File: config.mk
export PLATFORM = sky130hd
export DESIGN_NAME = mux4_rr_arbiter
export DESIGN_NICKNAME = d
export VERILOG_FILES = /design/src/rtl/mux4_rr_arbiter_pkg.sv /design/src/rtl/mux4_rr_arbiter_mux4_sel.sv /design/src/rtl/mux4_rr_arbiter.sv
export SDC_FILE = /design/constraint.sdc
export NUM_CORES = 1
export LEC_CHECK = 0
export ABC_AREA = 1
export BUFFER_PORTS_ARGS = -buffer_cell sky130_fd_sc_hd__buf_2
export CAP_MARGIN = 20
export CORE_UTILIZATION = 58
export CTS_BUF_LIST = sky130_fd_sc_hd__clkbuf_8
export DETAILED_ROUTE_END_ITERATION = 8
export HOLD_SLACK_MARGIN = 0.15
export PLACE_DENSITY = 0.81
export SYNTH_ARGS = -nofsm -noshare
export SYNTH_HDL_FRONTEND = slang
export SYNTH_SLANG_ARGS = --single-unit
File: constraint.sdc
create_clock -name clk -period 2.3 [get_ports clk]
set_clock_uncertainty 0.05 [all_clocks]
set_input_delay 0 -clock clk [delete_from_list [all_inputs] [get_ports clk]]
set_output_delay 0 -clock clk [all_outputs]
set_load 0.1 [all_outputs]
File: src/rtl/mux4_rr_arbiter_pkg.sv
// Shared widths, state encoding and grant helpers for the 4-way round-robin mux arbiter.
package mux4_rr_arbiter_pkg;

  localparam int unsigned NREQ  = 4;
  localparam int unsigned SELW  = 2;
  localparam int unsigned HOLDW = 4;

  typedef enum logic {
    IDLE  = 1'b0,
    GRANT = 1'b1
  } state_e;

  // Index of the set bit in a one-hot grant; returns 0 for an all-zero vector.
  function automatic logic [SELW-1:0] onehot_to_idx(input logic [NREQ-1:0] oh);
    logic [SELW-1:0] idx;
    idx = '0;
    for (int i = 0; i < int'(NREQ); i++) begin
      if (oh[i]) idx = SELW'(i);
    end
    return idx;
  endfunction

endpackage

File: src/rtl/mux4_rr_arbiter_mux4_sel.sv
// Combinational 4:1 single-bit mux driven by the arbiter's registered select.
module mux4_sel (
  input  logic i0,
  input  logic i1,
  input  logic i2,
  input  logic i3,
  input  logic s1,
  input  logic s0,
  output logic out
);

  // Select one of four data bits by {s1,s0}.
  always_comb begin
    out = s1 ? (s0 ? i3 : i2) : (s0 ? i1 : i0);
  end

endmodule

File: src/rtl/mux4_rr_arbiter.sv
// Round-robin arbiter sequencing a shared 4:1 mux with per-tenure hold limit.
module mux4_rr_arbiter
  import mux4_rr_arbiter_pkg::*;
#(
  parameter int unsigned MAX_HOLD = 4
) (
  input  logic            clk,
  input  logic            rst,
  input  logic [NREQ-1:0] req,
  input  logic [NREQ-1:0] din,
  output logic [NREQ-1:0] gnt,
  output logic            s1,
  output logic            s0,
  output logic            valid,
  output logic            out
);

  state_e            state_q, state_d;
  logic [SELW-1:0]   ptr_q, ptr_d;
  logic [HOLDW-1:0]  hold_q, hold_d;
  logic [NREQ-1:0]   gnt_q, gnt_d;
  logic [SELW-1:0]   sel_q, sel_d;
  logic              valid_q, valid_d;
  logic [SELW:0]     pick;
  logic              grant_new;
  logic              mux_out;

  // First requesting index at or after p (mod 4), skipping excluded bits; MSB flags a hit.
  function automatic logic [SELW:0] rr_pick(input logic [NREQ-1:0] r,
                                            input logic [SELW-1:0] p,
                                            input logic [NREQ-1:0] excl);
    logic [NREQ-1:0] cand;
    logic [SELW-1:0] idx;
    logic [SELW:0]   res;
    cand = r & ~excl;
    res  = '0;
    for (int k = int'(NREQ) - 1; k >= 0; k--) begin
      idx = p + SELW'(k);
      if (cand[idx]) res = {1'b1, idx};
    end
    return res;
  endfunction

  // Next-state: arbitrate from IDLE, on hold expiry with waiters, or on release with handoff.
  always_comb begin
    state_d = state_q;
    ptr_d   = ptr_q;
    hold_d  = hold_q;
    gnt_d   = gnt_q;
    pick    = '0;

    if (state_q == IDLE) begin
      if (|req) pick = rr_pick(req, ptr_q, '0);
    end else begin
      if (req[sel_q]) begin
        if (hold_q < HOLDW'(MAX_HOLD)) begin
          hold_d = hold_q + HOLDW'(1);
        end else if (|(req & ~gnt_q)) begin
          pick = rr_pick(req, ptr_q, gnt_q);
        end else begin
          hold_d = HOLDW'(1);
        end
      end else if (|req) begin
        pick = rr_pick(req, ptr_q, '0);
      end else begin
        state_d = IDLE;
        gnt_d   = '0;
        hold_d  = '0;
      end
    end

    grant_new = pick[SELW];
    if (grant_new) begin
      state_d = GRANT;
      gnt_d   = NREQ'(1) << pick[SELW-1:0];
      ptr_d   = pick[SELW-1:0] + SELW'(1);
      hold_d  = HOLDW'(1);
    end

    // Select follows the grant on the same edge; it is retained through IDLE.
    sel_d   = (|gnt_d) ? onehot_to_idx(gnt_d) : sel_q;
    valid_d = |gnt_d;
  end

  // State and output registers with asynchronous clear.
  always_ff @(posedge clk or posedge rst) begin
    if (rst) begin
      state_q <= IDLE;
      ptr_q   <= '0;
      hold_q  <= '0;
      gnt_q   <= '0;
      sel_q   <= '0;
      valid_q <= 1'b0;
    end else begin
      state_q <= state_d;
      ptr_q   <= ptr_d;
      hold_q  <= hold_d;
      gnt_q   <= gnt_d;
      sel_q   <= sel_d;
      valid_q <= valid_d;
    end
  end

  mux4_sel u_mux (
    .i0  (din[0]),
    .i1  (din[1]),
    .i2  (din[2]),
    .i3  (din[3]),
    .s1  (sel_q[1]),
    .s0  (sel_q[0]),
    .out (mux_out)
  );

  assign gnt   = gnt_q;
  assign s1    = sel_q[1];
  assign s0    = sel_q[0];
  assign valid = valid_q;
  assign out   = valid_q & mux_out;

endmodule

-- Word level (Yosys, flattened, before mapping)
Index checks and enable logic that the tools add are counted.
W data, S select, Z words.
- bits in registers: 14
- bits of input ports: 10
- output and inout bits: 8
- logic and storage cells: 79
- $add $sub $neg: 5
- $lt $le $gt $ge: 6
- equal/unequal tests: 2
- shift-type cells: 1
- multiplexer cells: 51
- bitwise operators: 3
- reduce and logical (&&, ||, !) cells: 5
- operators by type and width (kind ; number):
    $mux W4 ; 10
    $mux W3 ; 13
    $bmux W1 S2 ; 9
    $mux W1 ; 17
    $lt A2 B3 Y1 const B ; 5
    $reduce_or A4 Y1 ; 3
    $add A2 B1 Y2 const B ; 2
    $add A2 B2 Y2 const B ; 2
    $add A4 B1 Y4 const B ; 1
    $and A4 B4 Y4 ; 1
    $lt A4 B3 Y1 const B ; 1
    $mux W2 ; 2
    $ne A4 B4 Y1 const B ; 1
    $not A4 Y4 ; 1
    $shl A1 B2 Y4 const A ; 1
    $ne A3 B2 Y1 const B ; 1
    $reduce_and A3 Y1 ; 1
    $reduce_bool A2 Y1 ; 1
    $and A1 B1 Y1 ; 1

-- Longest topological paths before layout
- depth in word-level cells: 17
- mapped depth: 19

-- Modules after synthesis
Synthesis repeated with hierarchy kept, for this count alone.
- cells, all modules: 187
- area total of the unflattened synthesis: 1229.9 um2
- modules (own cells, without submodules) (module ; times used ; cells an instance ; area each (um2) ; sequential area each (um2)):
    mux4_rr_arbiter ; 1 ; 174 ; 1178.6 ; 350.3
    mux4_sel ; 1 ; 13 ; 51.3 ; 0.0

-- Least setup slack after synthesis
OpenSTA, ideal clock, no wires.
- path kind: register to output
- start point: register sel_q[0]
- end point: output out
- data arrival time: 3.481 ns
- data required time: 2.250 ns
- slack: -1.231 ns
- cell stages (with the launch flop): 5
- path buffers: 0
- cell sequence: dfrtp_1 > nor2_1 > nor2_1 > o21ai_0 > a21boi_0
- cells in the longest elaborated chain, start to end: 3
- elaborated cells between the ends (all ways): 4
- those cells by class: mux (3); bitwise (1)
- RTL lines (element ; RTL line ; RTL):
    from (decl) ; mux4_rr_arbiter.sv:22 ; logic [SELW-1:0] sel_q, sel_d;
    from (signal assigned) ; mux4_rr_arbiter.sv:99 ; sel_q <= sel_d;
    $mux W1 ; mux4_rr_arbiter_mux4_sel.sv:14 ; out = s1 ? (s0 ? i3 : i2) : (s0 ? i1 : i0);
    $mux W1 * ; mux4_rr_arbiter_mux4_sel.sv:14 ;
    $and A1 B1 Y1 * ; mux4_rr_arbiter.sv:118 ; assign out = valid_q & mux_out;
    to (decl) ; mux4_rr_arbiter.sv:15 ; output logic out
Mark *: on every way between the ends. The rest lies on a longest branch, timed or not.

-- Worst setup path after layout
- start point: register ptr_q[0]
- end point: register sel_q[0]
- cells in the longest elaborated chain, start to end: 16
- elaborated cells between the ends (all ways): 38
- those cells by class: add/sub (3); shift (1); mux (33); reduce/logical (1)
- RTL lines (element ; RTL line ; RTL):
    from (decl) ; mux4_rr_arbiter.sv:19 ; logic [SELW-1:0] ptr_q, ptr_d;
    from (signal assigned) ; mux4_rr_arbiter.sv:96 ; ptr_q <= ptr_d;
    $add A2 B2 Y2 ; mux4_rr_arbiter.sv:38 ; idx = p + SELW'(k);
    $bmux W1 S2 ; mux4_rr_arbiter.sv:39 ; if (cand[idx]) res = {1'b1, idx};
    $mux W1 (not written as such) ; mux4_rr_arbiter.sv:39 ;
    $mux W3 (4 in a row) ; mux4_rr_arbiter.sv:39 ;
    $mux W3 ; mux4_rr_arbiter.sv:58 ; end else if (|(req & ~gnt_q)) begin
    $mux W3 ; mux4_rr_arbiter.sv:56 ; if (hold_q < HOLDW'(MAX_HOLD)) begin
    $mux W3 ; mux4_rr_arbiter.sv:55 ; if (req[sel_q]) begin
    $mux W3 * ; mux4_rr_arbiter.sv:52 ; if (state_q == IDLE) begin
    $shl A1 B2 Y4 ; mux4_rr_arbiter.sv:75 ; gnt_d = NREQ'(1) << pick[SELW-1:0];
    $mux W4 * ; mux4_rr_arbiter.sv:73 ; if (grant_new) begin
    named net gnt_d[1] ; mux4_rr_arbiter.sv:21 ; logic [NREQ-1:0] gnt_q, gnt_d;
    $mux W1 ; mux4_rr_arbiter_pkg.sv:18 ; if (oh[i]) idx = SELW'(i);
    $mux W2 (2 in a row) ; mux4_rr_arbiter_pkg.sv:18 ;
Mark *: on every way through the listed nets, which the timed path passes. The rest lies on a longest branch. The select of a mux whose other input is x is not followed.
A chain may end at the register's enable or synchronous reset.

==> flow_metrics.tcl <==
set metrics [dict create \
    path_max_fanout 7 \
    routabilityCongestion 0.809 \
    grt_pass1_vias 1005 \
    route.detailed.drc 0 \
    syn_inst 187 \
    finalMaxSlewViolations 0 \
    drive_above_1_share 0.412 \
    syn_to_final_growth_pct 33.3 \
    wl_per_cell_um 14.0 \
    seq_area_frac_synth 0.286 \
    drt-pass1-iter-count 4 \
    max-slew-margin-rel 0.650 \
    die_y_um 47.9 \
    cts_tree "done" \
    place_area_um2 1340 \
    cts_htree_levels 1 \
    cp.arrival_ns 2.35 \
    fin_area_um2 1630 \
    start_util 0.617 \
    diodes 0 \
    syn_nets 202 \
    layout.nets 232 \
    grt_pass1_wl_um 4260 \
    clkLatencyLatePin_ns 0.25 \
    critPathLaunchType "flop" \
    synth.top_cell.area_share 0.286 \
    min_period_ns 2.26 \
    tightestPinTransition_ns 0.525 \
    ys_types 25 \
    clk_pin_slew_ns 0.06 \
    netlist_area_um2 1220 \
    hold_path.class "in2reg" \
    via_per_inst 5.57 \
    grt_max_degree 18 \
    dp_hpwl_um 2190 \
    postRouteAntennaNets 0 \
    fillerInstances 118 \
    vias 1353 \
    rsz0062_at_grt "yes" \
    critical_path_class "reg2reg" \
    max_cap_viol_count 0 \
    clock-root-buffer "clkbuf_8" \
    synth_area_leader_cell "dfrtp_1" \
    fin_crit_sh 0.983 \
    finalHoldViolations 0 \
    grtUsageTotal 0.269 \
    drtIter0Drc 34 \
    max_clock_freq_mhz 443 \
    routed_wl_um 3400 \
    setup_slack_ns 0.0402 \
    synth.area.top_cells "dfrtp_1 29%, nand2_1 21%, inv_1 7.1%" \
    cp-end-kind "flop" \
    grt.overflow.total 0 \
    synth-seq-cells 14 \
    coreArea_um2 1980 \
    die-area_um2 2300 \
    syn_area_per_cell_um2 6.54 \
    std_cell_rows 16 \
    timing.setup.tns_ns 0 \
    antenna_found_initial 0 \
    place_ws_ns -0.0829 \
    clock_sinks 14 \
    setup_viol 0 \
    yosysWarnings 0 \
    outcome "finished clean" \
    crit_required_ns 2.39 \
    pin_count 18 \
    clockBufferDepth 2 \
    port_buffers 17 \
    cts_buffers 3 \
    die_w_um 47.9 \
]
==> layout by cell type (no fill, tap or decap), drive strengths merged <==
cell type	Yosys	final
a22o	2	2
dfrtp	14	14
a21oi	5	5
nand3b	2	2
nand3	17	17
dlygate4sd3	0	3
nor2	18	18
o21ai	11	11
nand4	1	1
nand2	80	80
ha	5	5
xor2	1	1
clkbuf	0	4
nor3b	1	1
a21boi	2	2
buf	3	25
inv	24	24
xnor2	1	1
==> synth_stat cells, drive strengths merged <==
library cell  number
nand2             80
inv               24
nor2              18
nand3             17
dfrtp             14
o21ai             11
a21oi              5
ha                 5
buf                3
a21boi             2
a22o               2
nand3b             2
nand4              1
nor3b              1
xnor2              1
xor2               1
==> timing repair <==
item,CTS,global route
endpoints found under the setup margin,3,4
cloned,0,0
hold buffers,3,0
setup buffers,0,6
pin swaps,0,21
resized for setup,4,46
hold endpoints to repair,15,0
==> stage by stage <==
step,instances,hold WS (ns),utilization
after detailed placement,230,0.0146,0.677
after global routing,243,0.225,0.823
final,243,0.190,0.823
after CTS,237,0.176,0.726
after global placement,230,-0.00392,0.677
after floorplan,187,-0.161,-
==> registers in the layout, summed over array words and instances (netlist names) <==
register,cells
valid,1
ptr_q,2
state_q,1
hold_q,4
gnt,4
sel_q,2
==> path summary, 6_finish.rpt <==
| check | from | cells past startpoint | end | slack (ns) |
|---|---|---|---|---|
| setup / recovery | ptr_q[0] | 15 | sel_q[0] | 0.04 |
| hold / removal | req[3] | 4 | hold_q[3] | 0.19 |
| setup reg to reg | ptr_q[0] | 15 | sel_q[0] | 0.04 |
| hold reg to reg | state_q | 1 | hold_q[3] | 0.46 |
| max in group asynchronous | rst | 3 | ptr_q[0] | 1.52 |
| min in group asynchronous | rst | 3 | state_q | 0.29 |
==> area by class of cell <==
class	instances	area, um^2	area share
Clock buffer	4	55.1	0.0337
Inverter	24	90.1	0.0552
Multi-Input combinational cell	146	900	0.551
Sequential cell	14	362	0.222
Tap cell	27	33.8	0.0207
Timing Repair Buffer	28	191	0.117
==> critical path: stages, from the launching register on <==
cell,delay [ns]
dfrtp_4,0.51
buf_12,0.16
xnor2_4,0.22
nand2_2,0.10
nand2_2,0.07
inv_2,0.05
a21oi_2,0.12
nand2_1,0.08
nand3_2,0.08
nand2_4,0.07
buf_4,0.14
ha_4,0.15
nand2_4,0.06
nand2_4,0.06
a21oi_1,0.16
nand2_1,0.06
==> cell families after synthesis <==
family | after synthesis | synth area share
compound gates | 20 | 0.0951
xor+xnor | 2 | 0.0205
fa+ha+maj | 5 | 0.0511
buf+inv | 27 | 0.0961
flops | 14 | 0.286
simple gates | 119 | 0.451
==> per-layer routing <==
layer	share of wire	global-route usage	vias to the layer above	routed length, um
li1	-	-	642	-
met1	0.42	0.363	642	1440
met2	0.51	0.430	59	1720
met3	0.050	0.0340	10	170
met4	0.020	0.122	0	67
met5	0	0	-	0
Power is left out: the tool's default activity adds up to more than one toggle a clock period on the data nets, which glitch-free logic cannot reach.
